### src/rtl/alu_pipe_pkg.sv
// Shared constants and decoded-instruction type for the 3-stage ALU pipeline controller.
package alu_pipe_pkg;

  localparam logic [3:0] ALU_ADD  = 4'd0;
  localparam logic [3:0] ALU_SUB  = 4'd1;
  localparam logic [3:0] ALU_AND  = 4'd2;
  localparam logic [3:0] ALU_OR   = 4'd3;
  localparam logic [3:0] ALU_XOR  = 4'd4;
  localparam logic [3:0] ALU_SLL  = 4'd5;
  localparam logic [3:0] ALU_SRL  = 4'd6;
  localparam logic [3:0] ALU_SRA  = 4'd7;
  localparam logic [3:0] ALU_SLT  = 4'd8;
  localparam logic [3:0] ALU_SLTU = 4'd9;

  localparam logic [6:0] OPC_OP     = 7'b0110011;
  localparam logic [6:0] OPC_OP_IMM = 7'b0010011;

  localparam logic [6:0] F7_BASE = 7'b0000000;
  localparam logic [6:0] F7_ALT  = 7'b0100000;

  typedef struct packed {
    logic [3:0]  op;
    logic [4:0]  rs1;
    logic [4:0]  rs2;
    logic [4:0]  rd;
    logic [11:0] imm;
    logic        use_imm;
    logic        legal;
  } dec_t;

  localparam dec_t DEC_NOP = '{op: 4'd0, rs1: 5'd0, rs2: 5'd0, rd: 5'd0,
                               imm: 12'd0, use_imm: 1'b0, legal: 1'b0};

endpackage

### src/rtl/alu_pipe_decode.sv
// Combinational RV32I OP/OP-IMM decoder producing the pipeline's decoded-instruction struct.
module alu_pipe_decode
  import alu_pipe_pkg::*;
(
  input  logic [31:0] instr,
  output dec_t        dec
);

  logic [6:0] opcode_s;
  logic [2:0] funct3_s;
  logic [6:0] funct7_s;

  assign opcode_s = instr[6:0];
  assign funct3_s = instr[14:12];
  assign funct7_s = instr[31:25];

  // Field extraction and legality check; immediate forms never read rs2.
  always_comb begin
    dec.op      = ALU_ADD;
    dec.rs1     = instr[19:15];
    dec.rs2     = instr[24:20];
    dec.rd      = instr[11:7];
    dec.imm     = instr[31:20];
    dec.use_imm = 1'b0;
    dec.legal   = 1'b0;
    case (opcode_s)
      OPC_OP: begin
        if (funct7_s == F7_BASE) begin
          dec.legal = 1'b1;
          case (funct3_s)
            3'b000:  dec.op = ALU_ADD;
            3'b001:  dec.op = ALU_SLL;
            3'b010:  dec.op = ALU_SLT;
            3'b011:  dec.op = ALU_SLTU;
            3'b100:  dec.op = ALU_XOR;
            3'b101:  dec.op = ALU_SRL;
            3'b110:  dec.op = ALU_OR;
            default: dec.op = ALU_AND;
          endcase
        end else if (funct7_s == F7_ALT) begin
          case (funct3_s)
            3'b000:  begin dec.op = ALU_SUB; dec.legal = 1'b1; end
            3'b101:  begin dec.op = ALU_SRA; dec.legal = 1'b1; end
            default: dec.legal = 1'b0;
          endcase
        end else begin
          dec.legal = 1'b0;
        end
      end
      OPC_OP_IMM: begin
        dec.rs2     = 5'd0;
        dec.use_imm = 1'b1;
        case (funct3_s)
          3'b000: begin dec.op = ALU_ADD;  dec.legal = 1'b1; end
          3'b010: begin dec.op = ALU_SLT;  dec.legal = 1'b1; end
          3'b011: begin dec.op = ALU_SLTU; dec.legal = 1'b1; end
          3'b100: begin dec.op = ALU_XOR;  dec.legal = 1'b1; end
          3'b110: begin dec.op = ALU_OR;   dec.legal = 1'b1; end
          3'b111: begin dec.op = ALU_AND;  dec.legal = 1'b1; end
          3'b001: begin
            dec.op    = ALU_SLL;
            dec.imm   = {7'd0, instr[24:20]};
            dec.legal = (funct7_s == F7_BASE);
          end
          default: begin
            dec.op    = (funct7_s == F7_ALT) ? ALU_SRA : ALU_SRL;
            dec.imm   = {7'd0, instr[24:20]};
            dec.legal = (funct7_s == F7_BASE) || (funct7_s == F7_ALT);
          end
        endcase
      end
      default: dec.legal = 1'b0;
    endcase
  end

endmodule

### src/rtl/alu_pipe_ctrl.sv
// ID/EX/WB issue and hazard controller for the external ALU and register file.
// Define ALU_PIPE_FORWARD_EN to enable EX/WB->ID forwarding; otherwise RAW hazards stall in ID.
module alu_pipe_ctrl
  import alu_pipe_pkg::*;
#(
  parameter int XLEN  = 32,
  parameter int CNT_W = 16
) (
  input  logic             clk,
  input  logic             reset,
  input  logic             in_valid,
  output logic             in_ready,
  input  logic [31:0]      in_instr,
  output logic [4:0]       rs1_addr,
  output logic [4:0]       rs2_addr,
  input  logic [XLEN-1:0]  rs1_data,
  input  logic [XLEN-1:0]  rs2_data,
  output logic [3:0]       alu_op,
  output logic [XLEN-1:0]  alu_a,
  output logic [XLEN-1:0]  alu_b,
  input  logic [XLEN-1:0]  alu_result,
  output logic             res_valid,
  input  logic             res_ready,
  output logic             wb_en,
  output logic [4:0]       wb_addr,
  output logic [XLEN-1:0]  wb_data,
  output logic             illegal,
  output logic [CNT_W-1:0] illegal_cnt
);

  dec_t             dec_s, id_r;
  logic             v_id_r, v_ex_r, v_wb_r;
  logic [3:0]       ex_op_r;
  logic [XLEN-1:0]  ex_a_r, ex_b_r, wb_data_r;
  logic [4:0]       ex_rd_r, wb_rd_r;
  logic             illegal_r;
  logic [CNT_W-1:0] illegal_cnt_r;
  logic             adv_s, hazard_stall_s, accept_s, id_go_s;
  logic [XLEN-1:0]  rs1_val_s, rs2_val_s, imm_ext_s, opb_s;

  alu_pipe_decode u_decode (.instr(in_instr), .dec(dec_s));

  assign adv_s     = !v_wb_r | res_ready;
  assign in_ready  = adv_s & !(v_id_r & hazard_stall_s) & !reset;
  assign accept_s  = in_valid & in_ready;
  assign id_go_s   = v_id_r & id_r.legal & !hazard_stall_s;
  assign rs1_addr  = id_r.rs1;
  assign rs2_addr  = id_r.rs2;
  assign imm_ext_s = {{(XLEN-12){id_r.imm[11]}}, id_r.imm};
  assign opb_s     = id_r.use_imm ? imm_ext_s : rs2_val_s;

`ifdef ALU_PIPE_FORWARD_EN
  // Operand select: youngest in-flight producer wins over the register file.
  always_comb begin
    hazard_stall_s = 1'b0;
    if (id_r.rs1 == 5'd0)                         rs1_val_s = {XLEN{1'b0}};
    else if (v_ex_r && (ex_rd_r == id_r.rs1))     rs1_val_s = alu_result;
    else if (v_wb_r && (wb_rd_r == id_r.rs1))     rs1_val_s = wb_data_r;
    else                                          rs1_val_s = rs1_data;
    if (id_r.rs2 == 5'd0)                         rs2_val_s = {XLEN{1'b0}};
    else if (v_ex_r && (ex_rd_r == id_r.rs2))     rs2_val_s = alu_result;
    else if (v_wb_r && (wb_rd_r == id_r.rs2))     rs2_val_s = wb_data_r;
    else                                          rs2_val_s = rs2_data;
  end
`else
  // RAW scoreboard: hold ID until no valid EX/WB result targets a source register.
  always_comb begin
    hazard_stall_s = v_id_r &
      (((id_r.rs1 != 5'd0) && ((v_ex_r && (ex_rd_r == id_r.rs1)) || (v_wb_r && (wb_rd_r == id_r.rs1)))) ||
       ((id_r.rs2 != 5'd0) && ((v_ex_r && (ex_rd_r == id_r.rs2)) || (v_wb_r && (wb_rd_r == id_r.rs2)))));
    rs1_val_s = (id_r.rs1 == 5'd0) ? {XLEN{1'b0}} : rs1_data;
    rs2_val_s = (id_r.rs2 == 5'd0) ? {XLEN{1'b0}} : rs2_data;
  end
`endif

  // Pipeline stage registers; every stage advances together on adv_s.
  always_ff @(posedge clk or posedge reset) begin
    if (reset) begin
      v_id_r    <= 1'b0;
      id_r      <= DEC_NOP;
      v_ex_r    <= 1'b0;
      ex_op_r   <= 4'd0;
      ex_a_r    <= {XLEN{1'b0}};
      ex_b_r    <= {XLEN{1'b0}};
      ex_rd_r   <= 5'd0;
      v_wb_r    <= 1'b0;
      wb_rd_r   <= 5'd0;
      wb_data_r <= {XLEN{1'b0}};
    end else if (adv_s) begin
      if (accept_s) begin
        v_id_r <= dec_s.legal;
        id_r   <= dec_s;
      end else if (!(v_id_r && hazard_stall_s)) begin
        v_id_r <= 1'b0;
      end
      v_ex_r  <= id_go_s;
      ex_op_r <= id_go_s ? id_r.op   : 4'd0;
      ex_a_r  <= id_go_s ? rs1_val_s : {XLEN{1'b0}};
      ex_b_r  <= id_go_s ? opb_s     : {XLEN{1'b0}};
      ex_rd_r <= id_go_s ? id_r.rd   : 5'd0;
      v_wb_r    <= v_ex_r;
      wb_rd_r   <= v_ex_r ? ex_rd_r    : 5'd0;
      wb_data_r <= v_ex_r ? alu_result : {XLEN{1'b0}};
    end
  end

  // Dropped-instruction pulse and saturating counter.
  always_ff @(posedge clk or posedge reset) begin
    if (reset) begin
      illegal_r     <= 1'b0;
      illegal_cnt_r <= {CNT_W{1'b0}};
    end else begin
      illegal_r <= accept_s & !dec_s.legal;
      if (accept_s && !dec_s.legal && (illegal_cnt_r != {CNT_W{1'b1}}))
        illegal_cnt_r <= illegal_cnt_r + {{(CNT_W-1){1'b0}}, 1'b1};
    end
  end

  assign alu_op      = ex_op_r;
  assign alu_a       = ex_a_r;
  assign alu_b       = ex_b_r;
  assign res_valid   = v_wb_r;
  assign wb_addr     = wb_rd_r;
  assign wb_data     = wb_data_r;
  assign wb_en       = v_wb_r & res_ready & (wb_rd_r != 5'd0);
  assign illegal     = illegal_r;
  assign illegal_cnt = illegal_cnt_r;

endmodule

### config.mk
export PLATFORM = sky130hd
export DESIGN_NAME = alu_pipe_ctrl
export DESIGN_NICKNAME = d
export VERILOG_FILES = /design/src/rtl/alu_pipe_pkg.sv /design/src/rtl/alu_pipe_decode.sv /design/src/rtl/alu_pipe_ctrl.sv
export SDC_FILE = /design/constraint.sdc
export NUM_CORES = 1
export LEC_CHECK = 0
export CAP_MARGIN = 30
export CORE_ASPECT_RATIO = 0.6
export CORE_MARGIN = 2
export CORE_UTILIZATION = 49
export DETAILED_ROUTE_END_ITERATION = 8
export HOLD_SLACK_MARGIN = 0.02
export PLACE_DENSITY = 0.87
export SYNTH_ARGS = -nofsm -noshare
export SYNTH_HDL_FRONTEND = slang
export SYNTH_HIERARCHICAL = 1
export SYNTH_SLANG_ARGS = --single-unit
### constraint.sdc
create_clock -name clk -period 12.5 [get_ports clk]
set_clock_uncertainty 0.15 [all_clocks]
set_input_delay 1.875 -clock clk [delete_from_list [all_inputs] [get_ports clk]]
set_output_delay 1.875 -clock clk [all_outputs]
set_load 0.02 [all_outputs]
# [Word level (Yosys, flattened, before mapping)]
# Cells that the tools add are included.
[word_totals] reg_bits=163 in_bits=132 out_inout_bits=135 wordCells=101
[op_classes] n_addsub=1 eq_ne=16 n_mux=26 bitwise_logic=11 n_reduce_logical=29
[op_table] cell="two-way mux 32 bit" count=6
[op_table] cell="one-hot mux 4 bit (7 select lines)" count=2
[op_table] cell="== test 5 bit" count=4
[op_table] cell="adder 16 x 1 -> 16 bit, second input constant" count=1
[op_table] cell="!= test 16 bit, second input constant" count=1
[op_table] cell="two-way mux 5 bit" count=3
[op_table] cell="nonzero test 5 bit" count=3
[op_table] cell="== test 7 x 6 -> 1 bit, second input constant" count=2
[op_table] cell="two-way mux 13 bit" count=1
[op_table] cell="== test 3 bit, second input constant" count=4
[op_table] cell="two-way mux 12 bit" count=1
[op_table] cell="two-way mux 4 bit" count=3
[op_table] cell="AND 1 bit" count=10
[op_table] cell="zero test 5 bit" count=2
[op_table] cell="logical AND 1 bit" count=9
[op_table] cell="one-hot mux 4 bit (2 select lines)" count=1
[op_table] cell="== test 7 x 5 -> 1 bit, second input constant" count=1
[op_table] cell="zero test 7 bit" count=1
[op_table] cell="== test 3 x 2 -> 1 bit, second input constant" count=2
[op_table] cell="two-way mux 1 bit" count=6
[op_table] cell="one-hot mux 3 bit (2 select lines)" count=1
[op_table] cell="OR reduction 6 bit" count=1
[op_table] cell="zero test 1 bit" count=5
[op_table] cell="logical OR 1 bit" count=4
[op_table] cell="other kinds (7)" count=9

# [Longest topological paths before layout]
[logic_depth] word_depth=13 ltp_mapped=10 ltp_nobuf=8

# [Modules after synthesis]
# The synthesis kept the hierarchy.
[modules_own_cells] module="alu_pipe_ctrl" n_inst=1 cells_each=633 area_per_inst_um2=6941.7 seq_area_each_um2=4078.9
[modules_own_cells] module="alu_pipe_decode" n_inst=1 cells_each=61 area_per_inst_um2=437.9 seq_area_each_um2=0.0

# [Worst setup path after synthesis]
# No wires, ideal clock.
[synth_timing] path_type="input to register" start="input reset" end="register illegal_cnt_r[6] (netlist: illegal_cnt[6])" setup_time_ns=0.080 arrival_ns=6.602 required_ns=12.270 path_slack_ns=5.668 stages=7 path_buffers=1 path_cell_list="inv_1 nand2_1 nor2_1 nand2_1 clkbuf_1 nor4b_1 xor2_1"
[synth_between] elab_chain_len=5
[synth_rtl] item="from (decl)" line_no="alu_pipe_ctrl.sv:10" text="input logic reset,"
[synth_rtl] item="zero test 1 bit (no source line)"
[synth_rtl] item="AND 1 bit" line_no="alu_pipe_ctrl.sv:44" text="assign in_ready = adv_s & !(v_id_r & hazard_stall_s) & !reset;"
[synth_rtl] item="AND 1 bit" line_no="alu_pipe_ctrl.sv:45" text="assign accept_s = in_valid & in_ready;"
[synth_rtl] item="logical AND 1 bit (2 in series)" line_no="alu_pipe_ctrl.sv:114" text="if (accept_s && !dec_s.legal && (illegal_cnt_r != {CNT_W{1'b1}}))"
[synth_rtl] item="to (signal assigned)" line_no="alu_pipe_ctrl.sv:111" text="illegal_cnt_r <= {CNT_W{1'b0}};"
[synth_rtl] item="to (signal assigned)" line_no="alu_pipe_ctrl.sv:115" text="illegal_cnt_r <= illegal_cnt_r + {{(CNT_W-1){1'b0}}, 1'b1};"
[synth_rtl] item="to (decl)" line_no="alu_pipe_ctrl.sv:37" text="logic [CNT_W-1:0] illegal_cnt_r;"
# No other way between the ends.
# A chain may end at the register's enable or synchronous reset.

# [Final worst setup path]
[layout_timing] start="input res_ready" end="output in_ready"
[layout_between] elab_chain_len=3
[layout_rtl] item="from (decl)" line_no="alu_pipe_ctrl.sv:23" text="input logic res_ready,"
[layout_rtl] item="bitwise OR 1 bit" line_no="alu_pipe_ctrl.sv:43" text="assign adv_s = !v_wb_r | res_ready;"
[layout_rtl] item="AND 1 bit (2 in series)" line_no="alu_pipe_ctrl.sv:44"
[layout_rtl] item="to (decl)" line_no="alu_pipe_ctrl.sv:12" text="output logic in_ready,"
# No other way between the ends.

==> impl_metrics.yaml <==
route:
  drc: 0
  avgViaCountPerCell: 5.43
  top_layer: "met5"
  routed-wl-met2_microns: 10400
  routedWlPerCell_microns: 18.9
  dr.pass1.iters: 5
  first_iter_violations: 512
  vias: 6130
  wl_met1_microns: 9170
  postRouteAntennaNets: 0
  drt-total-wl_microns: 21300
  met3_length_microns: 1570
clocking:
  h-tree-depth: 4
  cts_tree: "done"
  holdBufCountCts: 0
  cts_buffers: 17
  clockBufferDepth: 2
  ctsResizeCount: 0
  clkTransAtPathRegs_ns: 0.06
  root_buffer: "clkbuf_16"
  postCtsSetupRepairBufs: 0
  cts.sinks: 163
  worstSkewPairLatency_ns: 0.42
power:
  cellPowerDensity_mw_per_mm2: 117
  p_leak_nw: 4.85
  p_comb_frac: 0.139
  ir_drop_mv: 0.0747
  seqPwrFrac: 0.464
  total_power_w: 0.00124
  internal_power_w: 0.000919
  p_sw_frac: 0.261
  p_sw_w: 0.000324
  clkPwrFrac: 0.397
job:
  drv_cap: 0
timing:
  drv_slew: 0
  tns_ns: 0
  setup_viol: 0
  slew_headroom: 0.375
  rsz0062_at_grt: "false"
  period_share: 0.423
  max_slew.worst_pin.slew_ns: 0.938
  holdWs_ns: 0.313
  fmax_mhz: 189
  hold_viol: 0
  fin_crit_ns: 5.29
setup_path:
  path_common_cell: "clkdlybuf4s50_1"
  cpPeakStageDelay_ns: 0.63
  cp-end-kind: "output pin"
  startpoint_type: "input pin"
  path_cells: "clkdlybuf4s50_1, nor2b_4, nor3_1, clkdlybuf4s50_1"
  r2r-start: "rs2_addr[1]"
  criticalPathCategory: "input pin to output pin"
  rr_worst_depth: 8
  required_ns: 10.47
  r2r_end: "id_r[10]"
  crit_start: "res_ready"
  cp_slowest_cell: "clkdlybuf4s50_1"
  rrSetupSlack_ns: 9.02
  crit_fanout: 3
  cp.arrival_ns: 3.27
logic_synthesis:
  synth_top_cells_by_count: "dfrtp_1, nand2_1, nand3_1"
  synth_edf_count: 0
  async_flop_share: 1.00
  ys_seq_area_frac: 0.553
  synth_seq_cells: 163
  netlist_top_cells_area: "dfrtp_1, nand2_1, mux2_4"
  syn_nets: 827
  ys.flop_type: "dfrtp_1"
  yosysMostFrequentCell: "dfrtp_1"
  synth_top_area_frac: 0.553
  synthesis.area_sq_mm: 0.00738
  synth_area_leader_cell: "dfrtp_1"
  ys_warn_count: 6
  synth_cells: 694
  synth.distinct_cells: 46
  syn_area_per_cell_sq_um: 10.6
floorplan:
  core_area_sq_mm: 0.0146
  fp-row-count: 34
  ioPinCount: 267
  die_width_microns: 162
  dieArea_sq_mm: 0.0161
  fp.dieH_microns: 99.1
  initial_core_util: 0.506
placement:
  place_inst: 1096
  dp_hpwl_microns: 15400
  port_buffers: 266
  gp_congestion: 0.884
  placed_area_sq_mm: 0.0100
grt:
  grt_use_total: 0.268
  grt_pass1_vias: 6012
  grt_pass1_wl_microns: 33200
  grt-ovfl-total: 0
  grt_max_degree: 72
  antenna_found_initial: 1
finish:
  stdcell_count: 1129
  n_antenna_cell: 0
  layout-drive-gt1-share: 0.0945
  syn2layout_area_growth_pct: 43.5
  stdcell_area_sq_mm: 0.0106
  nFillCells: 1078
  nets: 1051
worst_hold_path:
  hold_depth: 2
  hold_path_end: "wb_data[26]"
  hold_path.class: "flip-flop to flip-flop"
  timing.hold.worst.start: "wb_data[26]"
outcome:
  status: "complete, no violations"
==> critical path, delay by kind of cell <==
kind / cells / cell delay (ns)
buf+inv: 2 / 1.18
simple gates: 2 / 0.20
==> sequential cells by signal, indices dropped and copies added, names as in the netlist, 4 cells and up <==
| name | count |
|---|---|
| wb_addr | 5 |
| rs2_addr | 5 |
| illegal_cnt | 16 |
| id_r | 23 |
| rs1_addr | 5 |
| alu_b | 32 |
| wb_data | 32 |
| alu_op | 4 |
| ex_rd_r | 5 |
| alu_a | 32 |
==> power groups by stage <==
stage          clock network, W  logic [W]  registers (W)
3_3_place_gp                  0   0.000167       0.000585
2_1_floorplan                 0  0.0000826       0.000591
4_1_cts                0.000502   0.000174       0.000577
3_5_place_dp                  0   0.000172       0.000586
6_report               0.000494   0.000173       0.000577
5_1_grt                0.000526   0.000186       0.000580
==> final cells by class <==
cell class	instances	area, sq um	share of cell area
Sequential cell	163	4080	0.385
Clock buffer	18	439	0.0415
Multi-Input combinational cell	458	2910	0.275
Clock inverter	14	121	0.0115
Inverter	3	16.3	0.00154
Tap cell	198	248	0.0234
Timing Repair Buffer	275	2770	0.262
==> stage by stage <==
step	worst slack, ns	utilization
final	7.21	0.726
after global placement	7.19	0.683
after CTS	7.18	0.725
after detailed placement	7.19	0.686
after global routing	7.00	0.726
after floorplan	5.67	-
==> cell usage in the layout, fill, tap and decap left out, types with 9 or more instances in the layout <==
master	count
clkdlybuf4s50_1	266
dfrtp_1	163
nand2_1	131
nand3_1	42
a22o_1	41
o21ai_0	37
a21oi_1	34
mux2_4	29
nor2_1	22
xor2_1	20
clkbuf_16	17
xnor2_1	16
nor2b_1	14
nor4_1	9
==> worst max-delay path by stage <==
| stage | cells past startpoint | endpoint | slack, ns |
|---|---|---|---|
| CTS | 4 | in_ready | 7.18 |
| floorplan | 7 | illegal_cnt[6] | 5.67 |
| global placement | 4 | in_ready | 7.19 |
| global route | 7 | in_ready | 7.00 |
| finish | 4 | in_ready | 7.21 |
| detailed placement | 4 | in_ready | 7.19 |
==> per-layer routing <==
layer  vias up  GRT usage
met2       259      0.442
met5         -          0
met1      3022      0.358
li1       2821          -
met4         2     0.0681
met3        26     0.0694
==> cells by family after synthesis <==
kind of cell | share of synthesized area
xor gates and xnor gates | 0.0427
and+or+nand+nor | 0.171
muxes | 0.0666
DFF | 0.553
adders and majority gates | 0.00170
AOI/OAI and AO/OA | 0.111
buffers and inverters | 0.0551
Power figures use the tool's default switching activity.
